### src/rtl/emitter_uart.sv
// emitter_uart
//   Transmit-only 8N1 UART used as the SoC console output. Bytes written
//   through the IO write path are buffered in a small FIFO. A frame FSM
//   serialises them LSB first at baud_rate. The bit period is DIV clock
//   cycles, derived from clk_freq_hz by rounding to the nearest integer.
//
// Parameters
//   clk_freq_hz : input clock frequency in Hz
//   baud_rate   : serial bit rate
//   FIFO_DEPTH  : byte buffer entries (power of two, >= 2)
//
// Ports
//   i_clk     : clock, all flops on the rising edge
//   i_rst     : asynchronous active-high reset
//   i_data    : byte to transmit
//   i_valid   : write strobe, one cycle per byte
//   o_ready   : registered "FIFO not full"; a write is taken only when high
//   o_uart_tx : serial line, idle high, driven directly from a flop
module emitter_uart #(
  parameter int clk_freq_hz = 50000000,
  parameter int baud_rate   = 230400,
  parameter int FIFO_DEPTH  = 4
) (
  input  logic       i_clk,
  input  logic       i_rst,
  input  logic [7:0] i_data,
  input  logic       i_valid,
  output logic       o_ready,
  output logic       o_uart_tx
);

  localparam int DIV = (clk_freq_hz + baud_rate / 2) / baud_rate;
  localparam int CW  = (DIV > 1) ? $clog2(DIV) : 1;
  localparam int AW  = $clog2(FIFO_DEPTH);
  localparam logic [CW-1:0] CNT_RELOAD = CW'(DIV - 1);

  typedef enum logic [1:0] {
    IDLE,
    START,
    DATA,
    STOP
  } state_t;

  // FIFO storage and pointers (one extra MSB to tell full from empty)
  logic [7:0]  mem_q [FIFO_DEPTH];
  logic [AW:0] wptr_q, wptr_d;
  logic [AW:0] rptr_q, rptr_d;
  logic        ready_q;

  // Transmitter state
  state_t      state_q;
  logic        tx_q;
  logic [CW-1:0] cnt_q;
  logic [2:0]  bit_q;
  logic [7:0]  shift_q;

  logic empty;
  logic full_d;
  logic push;
  logic pop;
  logic bit_done;

  always_comb begin
    empty    = (wptr_q == rptr_q);
    // Acceptance uses the registered ready, so a write that coincides with a
    // pop from a full FIFO is still dropped.
    push     = i_valid & ready_q;
    bit_done = (cnt_q == '0);
    // The FSM takes a byte either from IDLE or at the last cycle of a stop
    // bit, which is what keeps back-to-back frames contiguous.
    pop      = !empty && ((state_q == IDLE) || ((state_q == STOP) && bit_done));
    wptr_d   = wptr_q + (AW + 1)'(push);
    rptr_d   = rptr_q + (AW + 1)'(pop);
    full_d   = (wptr_d[AW] != rptr_d[AW]) && (wptr_d[AW-1:0] == rptr_d[AW-1:0]);
  end

  // Storage has no reset so it can map onto plain memory.
  always_ff @(posedge i_clk) begin
    if (push) begin
      mem_q[wptr_q[AW-1:0]] <= i_data;
    end
  end

  always_ff @(posedge i_clk or posedge i_rst) begin
    if (i_rst) begin
      wptr_q  <= '0;
      rptr_q  <= '0;
      ready_q <= 1'b1;
    end else begin
      wptr_q  <= wptr_d;
      rptr_q  <= rptr_d;
      ready_q <= !full_d;
    end
  end

  // Frame FSM. The line level is registered together with each state change,
  // so every bit lasts exactly DIV cycles (cnt_q counts DIV-1 down to 0).
  always_ff @(posedge i_clk or posedge i_rst) begin
    if (i_rst) begin
      state_q <= IDLE;
      tx_q    <= 1'b1;
      cnt_q   <= '0;
      bit_q   <= '0;
      shift_q <= '0;
    end else begin
      case (state_q)
        IDLE: begin
          tx_q <= 1'b1;
          if (pop) begin
            state_q <= START;
            tx_q    <= 1'b0;
            cnt_q   <= CNT_RELOAD;
            shift_q <= mem_q[rptr_q[AW-1:0]];
          end
        end
        START: begin
          if (bit_done) begin
            state_q <= DATA;
            tx_q    <= shift_q[0];
            shift_q <= {1'b0, shift_q[7:1]};
            bit_q   <= '0;
            cnt_q   <= CNT_RELOAD;
          end else begin
            cnt_q <= cnt_q - CW'(1);
          end
        end
        DATA: begin
          if (bit_done) begin
            cnt_q <= CNT_RELOAD;
            if (bit_q == 3'd7) begin
              state_q <= STOP;
              tx_q    <= 1'b1;
            end else begin
              bit_q   <= bit_q + 3'd1;
              tx_q    <= shift_q[0];
              shift_q <= {1'b0, shift_q[7:1]};
            end
          end else begin
            cnt_q <= cnt_q - CW'(1);
          end
        end
        STOP: begin
          if (bit_done) begin
            if (pop) begin
              state_q <= START;
              tx_q    <= 1'b0;
              cnt_q   <= CNT_RELOAD;
              shift_q <= mem_q[rptr_q[AW-1:0]];
            end else begin
              state_q <= IDLE;
            end
          end else begin
            cnt_q <= cnt_q - CW'(1);
          end
        end
        default: begin
          state_q <= IDLE;
          tx_q    <= 1'b1;
        end
      endcase
    end
  end

  assign o_ready   = ready_q;
  assign o_uart_tx = tx_q;

endmodule

### config.mk
export PLATFORM = sky130hd
export DESIGN_NAME = emitter_uart
export DESIGN_NICKNAME = d
export VERILOG_FILES = /design/src/rtl/emitter_uart.sv
export SDC_FILE = /design/constraint.sdc
export NUM_CORES = 1
export LEC_CHECK = 0
export ABC_AREA = 0
export CAP_MARGIN = 25
export CORE_ASPECT_RATIO = 2
export CORE_MARGIN = 3
export CORE_UTILIZATION = 63
export DETAILED_ROUTE_END_ITERATION = 16
export DONT_BUFFER_PORTS = 1
export HOLD_SLACK_MARGIN = 0.02
export PLACE_DENSITY = 0.79
export SYNTH_ARGS = -nofsm -noshare
export SYNTH_HDL_FRONTEND = slang
export SYNTH_SLANG_ARGS = --single-unit
export TNS_END_PERCENT = 50
### constraint.sdc
create_clock -name i_clk -period 3.5 [get_ports i_clk]
set_input_delay 0.35 -clock i_clk [delete_from_list [all_inputs] [get_ports i_clk]]
set_output_delay 0.35 -clock i_clk [all_outputs]
set_load 0.005 [all_outputs]
==> out/qor.yml, run 1 <==
synth:
  netlist_instances: 222
  yosys_warnings: 0
  synth_ff_type: "edfxtp_1"
  ys_async_sr_fraction_pct: 47.5
  avgSynthCellArea_um2: 13.1
  synth-seq-cells: 61
  synthesis.nets: 244
  synth-seq-area-share_pct: 58.2
  synth_edf_count: 32
  synth_cell_types: 52
  syn-cell-area_um2: 2900
global_route:
  grt_pass1_vias: 1990
  grt_usage_pct: 24.5
  grt_overflow: 0
  grt_pass1_wl_mm: 9.38
  antenna_found_initial: 0
  grt_max_degree: 22
clocking:
  cts_tree: "done"
  cts_setup_buffers: 0
  cts_made_buffers: 9
  path_clk_slew_ps: 70
  htree_levels: 3
  root_buffer: "clkbuf_8"
  cts_num_sinks: 61
  clk_latency_ps: 340
  clock_path_buffers: 2
floorplanning:
  core_area_um2: 4380
  die_w_um: 54.0
  start_util_pct: 66.2
  die-area_um2: 5510
  ios: 13
  dieHeight_um: 102
  core.rowCount: 34
routing:
  drt_iter0_markers: 93
  num_vias: 1855
  route.detailed.drc: 0
  ant_nets: 0
  vias_per_cell: 6.40
  firstDrtPassIters: 5
  wl_mm: 5.69
  wl_per_cell_um: 19.6
placed_design:
  dp_hpwl_mm: 4.28
  placedCellCount: 273
  io_buffers: 0
  gp_congestion: 0.813
sta:
  drv_slew: 0
  max_slew.worst_pin.slew_ps: 742
  slew-limit-headroom_pct: 50.1
  hold_viol: 0
  finalCritPeriodShare_pct: 88.2
  fmax_ghz: 0.324
  clock_skew_ps: 8.84
  setup_viol: 0
  rsz0062_at_grt: "no"
  setup_tns_ps: 0
  period_minus_slack_ps: 3090
final_layout:
  antenna_cells: 0
  nets: 253
  final_cells: 290
  drive_above_1_share_pct: 16.5
  final_cell_mix: "32 x edfxtp_1, 27 x dfrtp_1, 20 x nand2_1, 12 x o21ai_0"
  syn_to_final_growth_pct: 10.1
  fill_cells: 272
  final_common_cell: "edfxtp_1"
  post-route-util_pct: 72.9
power_and_ir_drop:
  p_leak_nw: 1.22
  seq_power_share_pct: 35.3
  p_sw_mw: 1.36
  powerDensity_nw_per_um2: 1040
  clkPwrFrac_pct: 18.6
  p_comb_share_pct: 46.1
  peakVddDrop_mv: 0.738
  p_sw_share_pct: 40.7
  p_int_mw: 1.98
worst_setup_path:
  worst_ep_required_time_ps: 3780
  critPathCaptureType: "register"
  start_kind: "register"
  cp_max_fo: 8
  worstPathArrival_ps: 3360
  path_class: "register to register"
run_status:
  status: "complete, no violations"
hold_path:
  min_path_type: "primary input to register"
job:
  maxCapViolations: 0
## metrics by stage
step | cell area, um2 | setup WS (ps) | hold slack [ps] | power, mW
floorplan | 2900 | 810 | 427 | 2.37
global placement | 2960 | 636 | 449 | 2.60
detailed placement | 2990 | 458 | 257 | 2.72
CTS | 3200 | 421 | 94.0 | 3.34
global route | 3200 | 233 | 83.5 | 3.55
finish | 3200 | 412 | 99.6 | 3.34
## synth_stat cells, types with 2 or more instances
master    number  area (um2)
nand3b_1       3        22.5
nor3b_1        2        15.0
inv_1          9        33.8
and2_1         3        18.8
o22a_1         2        17.5
nor2_1        11        41.3
dfstp_2        2        52.6
o31ai_1        2        15.0
edfxtp_1      32         961
or4_1          2        15.0
mux4_2         8         180
dfrtp_1       27         676
a211oi_1       2        15.0
clkbuf_1       4        15.0
xnor2_1        5        43.8
a221o_1        3        30.0
o21ai_0       12        60.1
a32o_1         4        40.0
or3_1          4        25.0
nand3_1        5        25.0
xor2_1         3        26.3
nor3_1        10        50.1
a21oi_1        3        15.0
a31oi_1        3        18.8
o22ai_1        3        18.8
ha_1          11         138
nand2_1       20        75.1
buf_2          3        15.0
## state kept, by name (all words and copies together) (netlist names)
| name | cells |
|---|---|
| bit_q | 3 |
| cnt_q | 8 |
| mem_q | 32 |
| o_ready | 1 |
| o_uart_tx | 1 |
| rptr_q | 3 |
| shift_q | 8 |
| state_q | 2 |
| wptr_q | 3 |
## logic make-up after synthesis
kind of cell               after synthesis  share of synthesized area [%]
adders and majority gates               11                           4.74
and+or+nand+nor                         66                           11.9
buffers and inverters                   17                           2.59
xor gates and xnor gates                 8                           2.41
DFF                                     61                           58.2
muxes                                   10                           6.94
AOI/OAI and AO/OA                       49                           13.2
## path summary, 6_finish.rpt
kind	start	to	slack, ps	cells after the start
max in group asynchronous	i_rst	o_uart_tx$_DFFE_PP1P_	2520	3
worst max-delay path	cnt_q[0]$_DFF_PP0_	o_ready$_DFF_PP1_	410	11
worst min-delay path	i_data[1]	mem_q[0][1]$_DFFE_PP_	100	0
min in group asynchronous	i_rst	cnt_q[7]$_DFF_PP0_	450	2
worst max register to register	cnt_q[0]$_DFF_PP0_	o_ready$_DFF_PP1_	410	11
worst min register to register	cnt_q[5]$_DFF_PP0_	cnt_q[5]$_DFF_PP0_	520	1
## critical path: stages (launching register included)
cell and delay (ps):
dfrtp_1 420, inv_1 80, ha_1 190, or3b_1 530, nor4b_4 400, o21a_1 240, and2_1 160, ha_1 160
xor2_1 240, xor2_1 230, nand3_1 100, mux2_2 270
## routing by layer
metal,track usage (%),routed length [um],part of all wire (%)
met3,7.15,208,3.7
met4,15.0,223,3.9
met5,0,0,0
met2,41.9,3290,58
met1,25.3,1970,35
## area by class of cell
| type | count | area [um2] | share of cell area (%) |
|---|---|---|---|
| clock buffers | 9 | 124 | 3.88 |
| clock inverters | 7 | 75.1 | 2.35 |
| inverters | 9 | 33.8 | 1.06 |
| multi-input cells | 144 | 1140 | 35.6 |
| flip-flops and latches | 61 | 1690 | 52.9 |
| well taps | 54 | 67.6 | 2.11 |
| repair buffers | 6 | 67.6 | 2.11 |
## power by group through the flow
stage | clock [mW] | combinational, mW | sequential [mW]
finish | 0.622 | 1.54 | 1.18
global placement | 0 | 1.43 | 1.17
CTS | 0.626 | 1.53 | 1.18
floorplan | 0 | 1.25 | 1.12
global route | 0.656 | 1.69 | 1.21
detailed placement | 0 | 1.53 | 1.19
## repair_timing
action	4_1_cts	5_1_grt
hold buffers	1	0
resized for setup	0	0
endpoints found under the hold margin	8	0
setup endpoints to repair	0	0
Power figures use the tool's default switching activity.
==> inputs of run 2 (changes only) <==
SETUP_SLACK_MARGIN = 0.2   (was not set)
==> results of run 2 <==
No change in the layout: final DEF, timing and power equal those of run 1.
==> inputs of run 3 (changes only) <==
CORE_UTILIZATION = 55   (was 63)
DONT_BUFFER_PORTS = not set   (was 1)
PLACE_DENSITY = 0.74   (was 0.79)
==> run 3 against run 2 <==
  * Clock skew increased by 3.9 ps
  * Sequential share of layout area decreased by 1.5 points
  * Die area increased by 13%
  * Sequential power about the same
  * Final cell count increased by 4.8%
  * Routed wire length decreased by 6.6%
  * Sequential cell count unchanged
  * Power decreased by 1.8%
  * First-iteration DRC count decreased by 43%
  * Cell area increased by 3.0%
  * Hold slack improved by 200 ps
==> out/qor.yml, run 3 (synthesis gave the netlist of run 1 again) <==
run_status:
  status: "complete, no violations"  # unchanged
clocking:
  cts_made_buffers: 9  # unchanged
  clock_path_buffers: 2  # unchanged
  ctsHoldBuffers: 0  # was 1
  path_clk_slew_ps: 70  # about the same
  cts_setup_buffers: 0  # unchanged
  htree_levels: 3  # unchanged
  clk_latency_ps: 330  # was 340 ps
  post_cts_resized: 0  # unchanged
  cts_num_sinks: 61  # unchanged
  cts_tree: "done"  # unchanged
  root_buffer: "clkbuf_8"  # unchanged
sta:
  finalCritPeriodShare_pct: 86.4  # was 88.2%
  slew-limit-headroom_pct: 43.4  # was 50.1%
  whs_ps: 296  # was 99.6 ps
  setup_viol: 0  # unchanged
  fmax_ghz: 0.331  # was 0.324 GHz
  hold_viol: 0  # unchanged
  setup_tns_ps: 0  # unchanged
  period_minus_slack_ps: 3020  # was 3090 ps
  clock_skew_ps: 12.7  # was 8.84 ps
  drv_slew: 0  # unchanged
  max_slew.worst_pin.slew_ps: 843  # was 742 ps
  rsz0062_at_grt: "no"  # unchanged
floorplanning:
  core_area_um2: 5000  # was 4380 um2
  die_w_um: 57.4  # was 54.0 um
  core.rowCount: 36  # was 34
  ios: 13  # unchanged
  start_util_pct: 58.1  # was 66.2%
  dieHeight_um: 109  # was 102 um
  die-area_um2: 6240  # was 5510 um2
worst_setup_path:
  worstPathArrival_ps: 3290  # was 3360 ps
  path_class: "register to register"  # unchanged
  r2r-start: "cnt_q[1]$_DFF_PP0_"  # was cnt_q[0]$_DFF_PP0_
  start_kind: "register"  # unchanged
  r2r-end: "o_ready$_DFF_PP1_"  # unchanged
  reg2reg_depth: 11  # unchanged
  cp_max_fo: 8  # unchanged
  worst_ep_required_time_ps: 3770  # was 3780 ps
  critPathCaptureType: "register"  # unchanged
  r2r_setup_slack_ps: 480  # was 410 ps
power_and_ir_drop:
  p_sw_share_pct: 39.3  # was 40.7%
  power_mw: 3.28  # was 3.34 mW
  clkPwrFrac_pct: 17.5  # was 18.6%
  powerDensity_nw_per_um2: 996  # was 1040 nW/um2
  p_int_mw: 1.99  # was 1.98 mW
  seq_power_share_pct: 35.7  # was 35.3%
  p_leak_nw: 1.27  # was 1.22 nW
  peakVddDrop_mv: 0.603  # was 0.738 mV
  p_comb_share_pct: 46.7  # was 46.1%
  p_sw_mw: 1.29  # was 1.36 mW
final_layout:
  largest_register_ffs: 32  # unchanged
  syn_to_final_growth_pct: 13.4  # was 10.1%
  final_cell_mix: "32 x edfxtp_1, 27 x dfrtp_1, 20 x nand2_1, 12 x o21ai_0, 12 x clkdlybuf4s50_1"  # was 32 x edfxtp_1, 27 x dfrtp_1, 20 x nand2_1, 12 x o21ai_0
  antenna_cells: 0  # unchanged
  nets: 264  # was 253
  final_common_cell: "edfxtp_1"  # unchanged
  drive_above_1_share_pct: 15.0  # was 16.5%
  post-route-util_pct: 65.8  # was 72.9%
  design_area_um2: 3290  # was 3200 um2
routing:
  ant_nets: 0  # unchanged
  drt_iter0_markers: 53  # was 93
  firstDrtPassIters: 4  # was 5
  num_vias: 1840  # was 1,855
  vias_per_cell: 6.05  # was 6.40
  route.detailed.drc: 0  # unchanged
  wl_per_cell_um: 17.5  # was 19.6 um
  wl_mm: 5.32  # was 5.69 mm
global_route:
  grt_usage_pct: 19.8  # was 24.5%
  grt_pass1_wl_mm: 9.09  # was 9.38 mm
  antenna_found_initial: 0  # unchanged
  grt_pass1_vias: 1924  # was 1,990
  grt_overflow: 0  # unchanged
  grt_max_degree: 23  # was 22
placed_design:
  dpl_cell_area_um2: 3110  # was 2990 um2
  gp_congestion: 0.770  # was 0.813
  io_buffers: 12  # was 0
  dp_hpwl_mm: 3.90  # was 4.28 mm
job:
  maxCapViolations: 0  # unchanged
hold_path:
  min_path_type: "primary input to async pin"  # was primary input to register
-- run 3: changes by cell type in the layout (fill, tap and decap cells not counted), sizes merged --
cell / previous run / this run
clkbuf: 9 / 10
clkdlybuf4s50: 0 / 12
clkinv: 2 / 5
clkinvlp: 3 / 0
dlygate4sd3: 1 / 0
inv: 10 / 9
-- run 3: critical path, stage by stage, from the launching register on --
cell      delay, ps
dfrtp_1         400
inv_1            80
ha_1            180
or3b_1          530
nor4b_4         400
o21a_1          250
and2_1          160
ha_1            150
xor2_1          220
xor2_1          230
nand3b_1        100
mux2_2          260
-- run 3: how the worst max path moves through the flow --
stage                       start                end  slack, ps  cells after the start
3_5_place_dp   cnt_q[0]$_DFF_PP0_  o_ready$_DFF_PP1_        510                     11
4_1_cts        cnt_q[0]$_DFF_PP0_  o_ready$_DFF_PP1_        490                     11
5_1_grt        cnt_q[0]$_DFF_PP0_  o_ready$_DFF_PP1_        270                     11
2_1_floorplan  cnt_q[0]$_DFF_PP0_  o_ready$_DFF_PP1_        810                     12
3_3_place_gp   cnt_q[0]$_DFF_PP0_  o_ready$_DFF_PP1_        630                     11
6_report       cnt_q[1]$_DFF_PP0_  o_ready$_DFF_PP1_        480                     11
-- run 3: power by group through the flow --
stage	clock network (mW)	logic (mW)	registers, mW
2_1_floorplan	0	1.25	1.12
3_3_place_gp	0	1.51	1.17
3_5_place_dp	0	1.55	1.18
4_1_cts	0.591	1.55	1.17
5_1_grt	0.623	1.71	1.20
6_report	0.575	1.53	1.17
-- run 3: metal layers --
| layer | track usage, % | wire length (um) |
|---|---|---|
| met5 | 0 | 0 |
| met4 | 10.9 | 129 |
| met3 | 3.91 | 116 |
| met2 | 35.9 | 3070 |
| met1 | 20.7 | 2000 |
-- run 3: area by class of cell --
type | count | area, um2
fill | 362 | 1710
sequential | 61 | 1690
multi-input combinational | 144 | 1140
timing repair buffer | 17 | 178
clock buffer | 10 | 128
tap | 57 | 71.3
clock inverter | 6 | 53.8
inverter | 9 | 33.8
-- run 3: metrics by stage --
step / std cells / setup WS [ps]
3_3_place_gp: 287 / 629
6_report: 304 / 475
2_1_floorplan: 222 / 810
4_1_cts: 304 / 492
3_5_place_dp: 288 / 513
5_1_grt: 304 / 268
